$ cat src/rtl/sccb_pkg.sv
// sccb_pkg: shared types and constants for the SCCB target.
//   sccb_state_t : byte-level FSM states
//   DEV_ID_DEF   : default 7-bit device ID (0x78 write / 0x79 read)
//   BYTE_BITS    : data bits per byte; ACK_BIT : bit index of the ninth (ACK) slot
//   sccb_wr_t    : register-file write request (address + data)
package sccb_pkg;

   typedef enum logic [3:0] {
      ST_IDLE,
      ST_DEV_ID,
      ST_ACK,
      ST_ADDR_H,
      ST_ADDR_L,
      ST_WDATA,
      ST_RDATA,
      ST_RACK,
      ST_IGNORE
   } sccb_state_t;

   localparam logic [6:0] DEV_ID_DEF = 7'h3C;
   localparam logic [3:0] BYTE_BITS  = 4'd8;
   localparam logic [3:0] ACK_BIT    = 4'd8;

   typedef struct packed {
      logic [15:0] addr;
      logic [7:0]  data;
   } sccb_wr_t;

   // ID byte carries the device ID in [7:1] and R/W in [0]
   function automatic logic id_match(input logic [7:0] id_byte, input logic [6:0] id);
      return id_byte[7:1] == id;
   endfunction

endpackage

$ cat src/rtl/sccb_bus_sync.sv
// sccb_bus_sync: synchronises the asynchronous scl/sda lines and derives
// bus events one clock after the synchronised level changes.
//   clk, rst_n            : system clock, async active-low reset
//   scl_in, sda_in        : raw bus lines
//   scl_rise, scl_fall    : one-clk pulses on synchronised scl edges
//   start_det, stop_det   : sda fall / rise while scl is held high
//   sda_s                 : synchronised sda level
module sccb_bus_sync #(
   parameter int SYNC_STAGES = 2
) (
   input  logic clk,
   input  logic rst_n,
   input  logic scl_in,
   input  logic sda_in,
   output logic scl_rise,
   output logic scl_fall,
   output logic start_det,
   output logic stop_det,
   output logic sda_s
);

   logic [SYNC_STAGES-1:0] scl_sync;
   logic [SYNC_STAGES-1:0] sda_sync;
   logic                   scl_q;
   logic                   sda_q;
   logic                   scl_s;

   // Reset to the idle bus level so leaving reset never looks like an edge
   always_ff @(posedge clk or negedge rst_n) begin
      if (!rst_n) begin
         scl_sync <= '1;
         sda_sync <= '1;
         scl_q    <= 1'b1;
         sda_q    <= 1'b1;
      end else begin
         scl_sync <= {scl_sync[SYNC_STAGES-2:0], scl_in};
         sda_sync <= {sda_sync[SYNC_STAGES-2:0], sda_in};
         scl_q    <= scl_sync[SYNC_STAGES-1];
         sda_q    <= sda_sync[SYNC_STAGES-1];
      end
   end

   assign scl_s     = scl_sync[SYNC_STAGES-1];
   assign sda_s     = sda_sync[SYNC_STAGES-1];
   assign scl_rise  =  scl_s & ~scl_q;
   assign scl_fall  = ~scl_s &  scl_q;
   // scl must be high in both samples so an scl edge never aliases as START/STOP
   assign start_det =  scl_s & scl_q &  sda_q & ~sda_s;
   assign stop_det  =  scl_s & scl_q & ~sda_q &  sda_s;

endmodule

$ cat src/rtl/sccb_target.sv
// sccb_target: SCCB/I2C-style register target.
// Decodes ID+W, addr_h, addr_l, data... writes and ID+R, data... reads,
// issuing register-file write strobes and read requests.
//   clk, rst_n        : system clock, async active-low reset
//   scl_in, sda_in    : bus lines (sda_in is the wire level)
//   sda_oe            : 1 = pull sda low (ACK or read-data 0)
//   wr_en/addr/data   : one-clk register write
//   rd_req/rd_addr    : one-clk read request; rd_data valid 1 clk later
//   busy              : between START and STOP
module sccb_target
   import sccb_pkg::*;
#(
   parameter logic [6:0] DEV_ID      = DEV_ID_DEF,
   parameter int         SYNC_STAGES = 2
) (
   input  logic        clk,
   input  logic        rst_n,
   input  logic        scl_in,
   input  logic        sda_in,
   output logic        sda_oe,
   output logic        wr_en,
   output logic [15:0] wr_addr,
   output logic [7:0]  wr_data,
   output logic        rd_req,
   output logic [15:0] rd_addr,
   input  logic [7:0]  rd_data,
   output logic        busy
);

   logic scl_rise, scl_fall, start_det, stop_det, sda_s;

   sccb_bus_sync #(.SYNC_STAGES(SYNC_STAGES)) u_sync (
      .clk       (clk),
      .rst_n     (rst_n),
      .scl_in    (scl_in),
      .sda_in    (sda_in),
      .scl_rise  (scl_rise),
      .scl_fall  (scl_fall),
      .start_det (start_det),
      .stop_det  (stop_det),
      .sda_s     (sda_s)
   );

   sccb_state_t state, state_nxt, ack_next, ack_tgt;
   logic [3:0]  bit_cnt;
   logic [7:0]  shift;
   logic [7:0]  addr_hi;
   logic [15:0] pointer;
   logic [7:0]  rd_byte;
   logic        rd_latch;
   sccb_wr_t    wr_q;

   logic [7:0]  byte_in;
   logic        last_bit;
   logic        ack_fall;
   logic        wr_fire;
   logic        rd_fire;
   logic [15:0] rd_ptr;

   assign byte_in  = {shift[6:0], sda_s};
   assign last_bit = scl_rise && (bit_cnt == BYTE_BITS - 4'd1);
   assign ack_fall = scl_fall && (bit_cnt == ACK_BIT);
   assign wr_addr  = wr_q.addr;
   assign wr_data  = wr_q.data;

   always_ff @(posedge clk or negedge rst_n) begin
      if (!rst_n) state <= ST_IDLE;
      else        state <= state_nxt;
   end

   always_comb begin
      state_nxt = state;
      wr_fire   = 1'b0;
      rd_fire   = 1'b0;
      rd_ptr    = pointer;
      ack_tgt   = ST_WDATA;
      case (state)
         ST_DEV_ID: ack_tgt = shift[0] ? ST_RDATA : ST_ADDR_H;
         ST_ADDR_H: ack_tgt = ST_ADDR_L;
         default:   ack_tgt = ST_WDATA;
      endcase

      if (stop_det) begin
         state_nxt = ST_IDLE;
      end else if (start_det) begin
         // repeated START restarts decode; partial byte is simply dropped
         state_nxt = ST_DEV_ID;
      end else begin
         case (state)
            ST_DEV_ID: begin
               if (last_bit) begin
                  if (!id_match(byte_in, DEV_ID)) state_nxt = ST_IGNORE;
                  else if (byte_in[0])            rd_fire   = 1'b1;
               end else if (ack_fall) begin
                  state_nxt = ST_ACK;
               end
            end
            ST_ADDR_H, ST_ADDR_L: if (ack_fall) state_nxt = ST_ACK;
            ST_WDATA: begin
               wr_fire = last_bit;
               if (ack_fall) state_nxt = ST_ACK;
            end
            ST_ACK:   if (scl_fall) state_nxt = ack_next;
            ST_RDATA: if (ack_fall) state_nxt = ST_RACK;
            ST_RACK: begin
               if (scl_rise) begin
                  if (sda_s) begin
                     state_nxt = ST_IGNORE;
                  end else begin
                     // master ACK: prefetch the next byte
                     rd_fire = 1'b1;
                     rd_ptr  = pointer + 16'd1;
                  end
               end else if (scl_fall) begin
                  state_nxt = ST_RDATA;
               end
            end
            default: state_nxt = state;
         endcase
      end
   end

   always_ff @(posedge clk or negedge rst_n) begin
      if (!rst_n) begin
         sda_oe   <= 1'b0;
         busy     <= 1'b0;
         wr_en    <= 1'b0;
         wr_q     <= '0;
         rd_req   <= 1'b0;
         rd_addr  <= '0;
         rd_latch <= 1'b0;
         rd_byte  <= '0;
         bit_cnt  <= '0;
         shift    <= '0;
         addr_hi  <= '0;
         pointer  <= '0;
         ack_next <= ST_IDLE;
      end else begin
         wr_en    <= 1'b0;
         rd_req   <= 1'b0;
         rd_latch <= rd_req;
         if (rd_latch) rd_byte <= rd_data;

         if (stop_det) begin
            sda_oe  <= 1'b0;
            busy    <= 1'b0;
            bit_cnt <= '0;
         end else if (start_det) begin
            sda_oe  <= 1'b0;
            busy    <= 1'b1;
            bit_cnt <= '0;
         end else begin
            if (wr_fire) begin
               wr_en     <= 1'b1;
               wr_q.addr <= pointer;
               wr_q.data <= byte_in;
               pointer   <= pointer + 16'd1;
            end
            if (rd_fire) begin
               rd_req  <= 1'b1;
               rd_addr <= rd_ptr;
               pointer <= rd_ptr;
            end

            case (state)
               ST_DEV_ID, ST_ADDR_H, ST_ADDR_L, ST_WDATA: begin
                  if (scl_rise && bit_cnt < BYTE_BITS) begin
                     shift   <= byte_in;
                     bit_cnt <= bit_cnt + 4'd1;
                  end
                  // pointer only changes once the full address has arrived,
                  // so a START after addr_h leaves the old pointer intact
                  if (last_bit && state == ST_ADDR_H) addr_hi <= byte_in;
                  if (last_bit && state == ST_ADDR_L) pointer <= {addr_hi, byte_in};
                  if (ack_fall) begin
                     sda_oe   <= 1'b1;
                     ack_next <= ack_tgt;
                  end
               end
               ST_ACK: begin
                  if (scl_fall) begin
                     bit_cnt <= '0;
                     sda_oe  <= (ack_next == ST_RDATA) ? ~rd_byte[7] : 1'b0;
                  end
               end
               ST_RDATA: begin
                  if (scl_rise) bit_cnt <= bit_cnt + 4'd1;
                  if (scl_fall) begin
                     // bit_cnt bits already clocked out; 7-n == ~n in 3 bits
                     if (bit_cnt == ACK_BIT) sda_oe <= 1'b0;
                     else                    sda_oe <= ~rd_byte[~bit_cnt[2:0]];
                  end
               end
               ST_RACK: begin
                  if (scl_fall) begin
                     bit_cnt <= '0;
                     sda_oe  <= ~rd_byte[7];
                  end
               end
               default: sda_oe <= 1'b0;
            endcase
         end
      end
   end

endmodule
$ cat config.mk
export PLATFORM = sky130hd
export DESIGN_NAME = sccb_target
export DESIGN_NICKNAME = d
export VERILOG_FILES = /design/src/rtl/sccb_pkg.sv /design/src/rtl/sccb_bus_sync.sv /design/src/rtl/sccb_target.sv
export SDC_FILE = /design/constraint.sdc
export NUM_CORES = 1
export LEC_CHECK = 0
export ABC_AREA = 1
export CORE_MARGIN = 3
export CORE_UTILIZATION = 45
export DETAILED_ROUTE_END_ITERATION = 8
export HOLD_SLACK_MARGIN = 0.02
export PLACE_DENSITY_LB_ADDON = 0.08
export SLEW_MARGIN = 30
export SYNTH_ARGS = -nofsm -noshare
export SYNTH_HDL_FRONTEND = slang
export SYNTH_HIERARCHICAL = 1
export SYNTH_SLANG_ARGS = --single-unit
$ cat constraint.sdc
create_clock -name clk -period 4.4 [get_ports clk]
set_input_delay 1.32 -clock clk [delete_from_list [all_inputs] [get_ports clk]]
set_output_delay 1.32 -clock clk [all_outputs]
set_load 0.02 [all_outputs]
==> results_dict.tcl, run 1 <==
set metrics [dict create \
    outcome "complete, no violations" \
    clock.fmax_mhz 359 \
    p_leak_nw 3.18 \
    start_util 0.473 \
    grt_max_degree 56 \
    die_w_um 117 \
    final_common_cell "nand2_1" \
    fin_crit_ns 2.79 \
    diodes 0 \
    ant_nets 0 \
    cts.sinks 101 \
    core_mm2 0.0117 \
    postSynthAreaPerCell_um2 7.54 \
    die_h_um 117 \
    critPathCaptureType "flip-flop" \
    async_flop_share 1.00 \
    dr.pass1.iters 4 \
    finalSetupTns_ns 0 \
    yosys_warnings 6 \
    seq_area_frac_synth 0.458 \
    met2_usage 0.318 \
    wirelength_mm 13.6 \
    p_per_area_mw_per_mm2 396 \
    min_path_cells 0 \
    rsz0062_at_grt "false" \
    grt_pass1_vias 4640 \
    synthCells 735 \
    cp_max_fo 34 \
    setup_ws_ns 1.61 \
    grt_usage 0.218 \
    clk_latency_ns 0.35 \
    drv_cap 0 \
    areaGrowthSynthToFinish_pct 16.5 \
    syn_area_mm2 0.00554 \
    final_core_util 0.551 \
    cts_setup_buffers 0 \
    synth_top_flop_cell "dfrtp_1" \
    ios 56 \
    path_class "flip-flop to flip-flop" \
    reg2regPathDepth 12 \
    busiest_layer "met1" \
    vdd_drop_max_mv 0.285 \
    cts_tree "built" \
    ys_ff_latch 101 \
    cts_buffer_depth 2 \
    synth_enable_flop_cells 0 \
    synth_nets 750 \
    drv_slew 0 \
    die-area_mm2 0.0137 \
    cts_buffers 9 \
    use_met1 0.325 \
    drcViolationCount 0 \
    yosysUniqueCellTypes 35 \
    hpwl_mm 9.64 \
    period_share 0.633 \
    final_cell_mix "251 x nand2_1, 95 x dfrtp_1, 82 x o21ai_0" \
    setup_viol_count_final 0 \
    gp_congestion 0.875 \
    nNetsFinal 794 \
    cp.required_ns 4.64 \
    cts.reportedPaths.clkPinSlew_ns 0.07 \
    nFillCells 1110 \
    port_buffers 55 \
    fin_skew_ns 0.00582 \
    vias_per_cell 5.23 \
    finalPower_mw 2.56 \
    drt_iter0_drc 375 \
    vias 4844 \
    cp-start-kind "flip-flop" \
    hold_violations 0 \
    antenna_found_initial 0 \
    routedWlPerCell_um 14.7 \
    rows 39 \
    drive_above_1_share 0.102 \
    htree_levels 3 \
    hp-class "flip-flop to flip-flop" \
    grt_first_pass_wirelength_mm 23.4 \
    met3_usage 0.0334 \
    cts_resized 0 \
    cp.arrival_ns 3.03 \
    postCtsHoldBufs 0 \
    pre_cts_ws_ns 1.58 \
    gr-total-overflow 0 \
    worstMarginPinSlew_ns 0.837 \
    root_buffer "clkbuf_16" \
    maxSlewHeadroom 0.441 \
]
## report_power, final
group / leakage (nW) / total, mW / switching, mW / internal (mW)
Clock: 0.151 / 0.868 / 0.364 / 0.504
Combinational: 1.68 / 0.594 / 0.398 / 0.196
Sequential: 1.35 / 1.09 / 0.0930 / 1.00
## cell usage after synthesis, types with 2 or more instances
cell | number | area [um^2]
nand2_2 | 13 | 81.3
mux2_2 | 2 | 22.5
nor2_4 | 7 | 78.8
nor2_8 | 2 | 40.0
dfrtp_1 | 95 | 2380
nand2_4 | 3 | 33.8
dfstp_2 | 6 | 158
nor3_1 | 4 | 20.0
nor2_1 | 38 | 143
nand3_1 | 59 | 295
ha_1 | 3 | 37.5
buf_6 | 2 | 22.5
inv_2 | 5 | 18.8
a21oi_1 | 11 | 55.1
nand3_2 | 11 | 110
clkbuf_8 | 2 | 27.5
o21ai_1 | 14 | 70.1
nor2_2 | 7 | 43.8
nand2_1 | 251 | 942
nand4_1 | 4 | 25.0
inv_1 | 79 | 297
o21ai_0 | 82 | 410
clkbuf_1 | 11 | 41.3
xor2_1 | 5 | 43.8
buf_2 | 9 | 45.0
## sequential cells by signal, summed over array words and instances, names as in the netlist
| register | count |
|---|---|
| pointer | 16 |
| rd_addr | 16 |
| wr_addr | 16 |
| addr_hi | 8 |
| rd_byte | 8 |
| wr_data | 8 |
| shift | 7 |
| bit_cnt | 4 |
| state | 4 |
| ack_next | 3 |
| u_sync/scl_sync | 2 |
| u_sync/sda_sync | 2 |
| busy | 1 |
| rd_latch | 1 |
| rd_req | 1 |
| sda_oe | 1 |
| u_sync/scl_q | 1 |
| u_sync/sda_q | 1 |
| wr_en | 1 |
## through the flow
| stage | area, um^2 | hold WS [ns] | std cells |
|---|---|---|---|
| 2_1_floorplan | 5540 | 0.345 | 735 |
| 3_3_place_gp | 6130 | 0.359 | 911 |
| 6_report | 6450 | 0.369 | 927 |
| 5_1_grt | 6450 | 0.377 | 927 |
| 4_1_cts | 6450 | 0.365 | 927 |
| 3_5_place_dp | 6130 | 0.357 | 911 |
## critical path, cell delays in order, from the launching register on
cell and delay (ns):
dfstp_2 0.55, inv_1 0.04, nor2_1 0.37, nand2_4 0.12, nor2_8 0.19, nand3_2 0.41
buf_4 0.42, nor2_2 0.16, nand2_1 0.08, nand3_1 0.09, nand3_1 0.10, nand2_1 0.08
nand2_1 0.05
## routing by layer
layer | up-vias | share of wire
li1 | 2415 | -
met1 | 2294 | 0.50
met2 | 117 | 0.45
met3 | 18 | 0.044
met4 | 0 | 0.015
met5 | - | 0
## logic make-up (layout without fill, tap and decap cells)
group	Yosys count	count (layout)	share of synthesized area
compound gates	109	109	0.0996
xor+xnor	6	6	0.00949
fa+ha+maj	3	3	0.00678
buf+inv	111	160	0.0883
flops	101	101	0.458
mux	2	2	0.00407
simple gates	403	403	0.334
## area by class of cell
cell class / count / area [um^2] / area share
tap: 143 / 179 / 0.0277
inverter: 85 / 324 / 0.0502
clock buffer: 10 / 229 / 0.0355
sequential: 101 / 2530 / 0.393
multi-input combinational: 523 / 2510 / 0.390
clock inverter: 6 / 95.1 / 0.0147
timing repair buffer: 59 / 578 / 0.0896
## final timing paths
kind                       slack, ns                            to                    startpoint
max                             1.61        pointer[7]$_DFFE_PN0P_  u_sync/scl_sync[1]$_DFF_PN1_
min                             0.37  u_sync/sda_sync[1]$_DFF_PN1_  u_sync/sda_sync[0]$_DFF_PN1_
min reg2reg                     0.37  u_sync/sda_sync[1]$_DFF_PN1_  u_sync/sda_sync[0]$_DFF_PN1_
max in group asynchronous       2.55  u_sync/sda_sync[0]$_DFF_PN1_                         rst_n
max reg2reg                     1.61        pointer[7]$_DFFE_PN0P_  u_sync/scl_sync[1]$_DFF_PN1_
min in group asynchronous       1.01        rd_byte[0]$_DFFE_PN0P_                         rst_n
Note: power is estimated with default switching activity, not from simulation.
==> run 2, diff against run 1 <==
clock period = 2.7 ns   (was 4.4 ns; I/O delays follow)
==> run 2 against run 1 <==
  * First-iteration DRC count is 5.1% lower
  * Sequential power grew 63%
  * Core utilization increased by 0.77 points
  * Wire length grew 1.5%
  * Total power is 62% higher
  * Fmax up 15%
  * Sequential share of layout area down 0.54 points
  * Critical endpoint is now pointer[5]$_DFFE_PN0P_
  * Worst hold slack lost 0.012 ns
  * Global-route usage shrank 0.082 points
  * Non-clock buffer count increased by 10
==> results_dict.tcl, run 2 (synthesis gave the netlist of run 1 again) <==
set metrics [dict create \
    outcome "complete, no violations" \
    grt_first_pass_wirelength_mm 23.2 \
    drv_slew 0 \
    reg2regPathDepth 11 \
    ios 56 \
    start_util 0.473 \
    areaGrowthSynthToFinish_pct 18.2 \
    hold_violations 0 \
    path_class "flip-flop to flip-flop" \
    core_mm2 0.0117 \
    grt_usage 0.217 \
    antenna_found_initial 0 \
    cts_buffers 9 \
    root_buffer "clkbuf_16" \
    cp-start-kind "flip-flop" \
    gr-total-overflow 0 \
    rrSetupSlack_ns 0.28 \
    nNetsFinal 804 \
    vias 4841 \
    grt_max_degree 41 \
    maxSlewHeadroom 0.685 \
    fin_crit_ns 2.42 \
    final_common_cell "nand2_1" \
    drt_iter0_drc 356 \
    cpMostUsedCell "nand2_1" \
    htree_levels 3 \
    cts_buffer_depth 2 \
    min_path_cells 0 \
    die_h_um 117 \
    fin_skew_ns 0.00567 \
    critPathCaptureType "flip-flop" \
    routedWlPerCell_um 14.8 \
    p_leak_nw 3.24 \
    setup_viol_count_final 0 \
    worstPathCellList "inv_1, nor2_1, nand2_4, nor2_8, nand3_2, o21ai_0, nand2_1, nand2_1, nand3_1, nand2_1, nand2_1" \
    grt_pass1_vias 4578 \
    cts_tree "built" \
    cp.required_ns 2.95 \
    cts.sinks 101 \
    p_per_area_mw_per_mm2 631 \
    cpMaxStageDelayCell "dfstp_2" \
    cts_resized 0 \
    rsz0062_at_grt "false" \
    diodes 0 \
    ant_nets 0 \
    critPathMaxStageDelay_ns 0.55 \
    dr.pass1.iters 5 \
    drive_above_1_share 0.115 \
    design_area_mm2 0.00655 \
    period_share 0.898 \
    drcViolationCount 0 \
    cts_setup_buffers 0 \
    hpwl_mm 10.0 \
    vias_per_cell 5.17 \
    vdd_drop_max_mv 0.437 \
    hp-class "flip-flop to flip-flop" \
    cp_max_fo 18 \
    worstMarginPinSlew_ns 0.473 \
    port_buffers 55 \
    drv_cap 0 \
    die-area_mm2 0.0137 \
    postCtsHoldBufs 0 \
    rows 39 \
    finalSetupTns_ns 0 \
    clock.fmax_mhz 413 \
    clk_latency_ns 0.36 \
    die_w_um 117 \
    place_area_mm2 0.00623 \
    final_cell_mix "251 x nand2_1, 95 x dfrtp_1, 82 x o21ai_0" \
    wirelength_mm 13.8 \
    cts.reportedPaths.clkPinSlew_ns 0.07 \
    gp_congestion 0.935 \
    cp.arrival_ns 2.67 \
]
==> run 2: changes by cell type in the layout (fill, tap and decap cells not counted), sizes merged <==
cell,previous run,this run
inv,86,88
buf,5,15
clkinvlp,2,1
bufinv,2,1
==> run 2: worst paths after layout <==
check                                                  start                            to
min in group asynchronous                              rst_n        rd_byte[0]$_DFFE_PN0P_
max in group asynchronous                              rst_n  u_sync/sda_sync[1]$_DFF_PN1_
worst max-delay path            u_sync/scl_sync[1]$_DFF_PN1_        pointer[5]$_DFFE_PN0P_
worst min register to register  u_sync/sda_sync[0]$_DFF_PN1_  u_sync/sda_sync[1]$_DFF_PN1_
worst min-delay path            u_sync/sda_sync[0]$_DFF_PN1_  u_sync/sda_sync[1]$_DFF_PN1_
worst max register to register  u_sync/scl_sync[1]$_DFF_PN1_        pointer[5]$_DFFE_PN0P_
==> run 2: routing by layer <==
layer / GRT usage / up-vias / share of wire
li1: - / 2431 / -
met1: 0.324 / 2274 / 0.50
met2: 0.323 / 125 / 0.44
met3: 0.0401 / 11 / 0.047
met4: 0.0589 / 0 / 0.011
met5: 0 / - / 0
==> run 2: layout make-up <==
| cell class | count | area, um^2 |
|---|---|---|
| Multi-Input combinational cell | 523 | 2510 |
| Inverter | 85 | 324 |
| Fill cell | 1113 | 5170 |
| Sequential cell | 101 | 2530 |
| Tap cell | 143 | 179 |
| Clock inverter | 6 | 75.1 |
| Clock buffer | 10 | 239 |
| Timing Repair Buffer | 69 | 678 |
==> run 2: power breakdown <==
part | total [mW] | leakage [nW] | switching (mW) | internal [mW]
sequential | 1.78 | 1.35 | 0.145 | 1.63
clock | 1.37 | 0.152 | 0.614 | 0.759
combinational | 0.983 | 1.74 | 0.656 | 0.327
total | 4.13 | 3.24 | 1.42 | 2.72
==> run 2: worst max-delay path, delay by kind of cell (launching register included) <==
kind                   cells  cell delay (ns)
AO/OA/AOI/OAI              1             0.32
flip-flops                 1             0.55
buffers and inverters      1             0.04
AND/OR/NAND/NOR            9             1.41
==> run 2: per-stage QoR <==
step / worst slack, ns / hold WS (ns) / cells / utilization / total power, mW
CTS: 0.337 / 0.358 / 937 / 0.559 / 4.17
global route: 0.0381 / 0.366 / 937 / 0.559 / 4.39
floorplan: 0.797 / 0.345 / 735 / - / 2.49
detailed placement: 0.342 / 0.348 / 921 / 0.532 / 2.78
global placement: 0.447 / 0.347 / 921 / 0.532 / 2.77
finish: 0.276 / 0.357 / 937 / 0.559 / 4.13
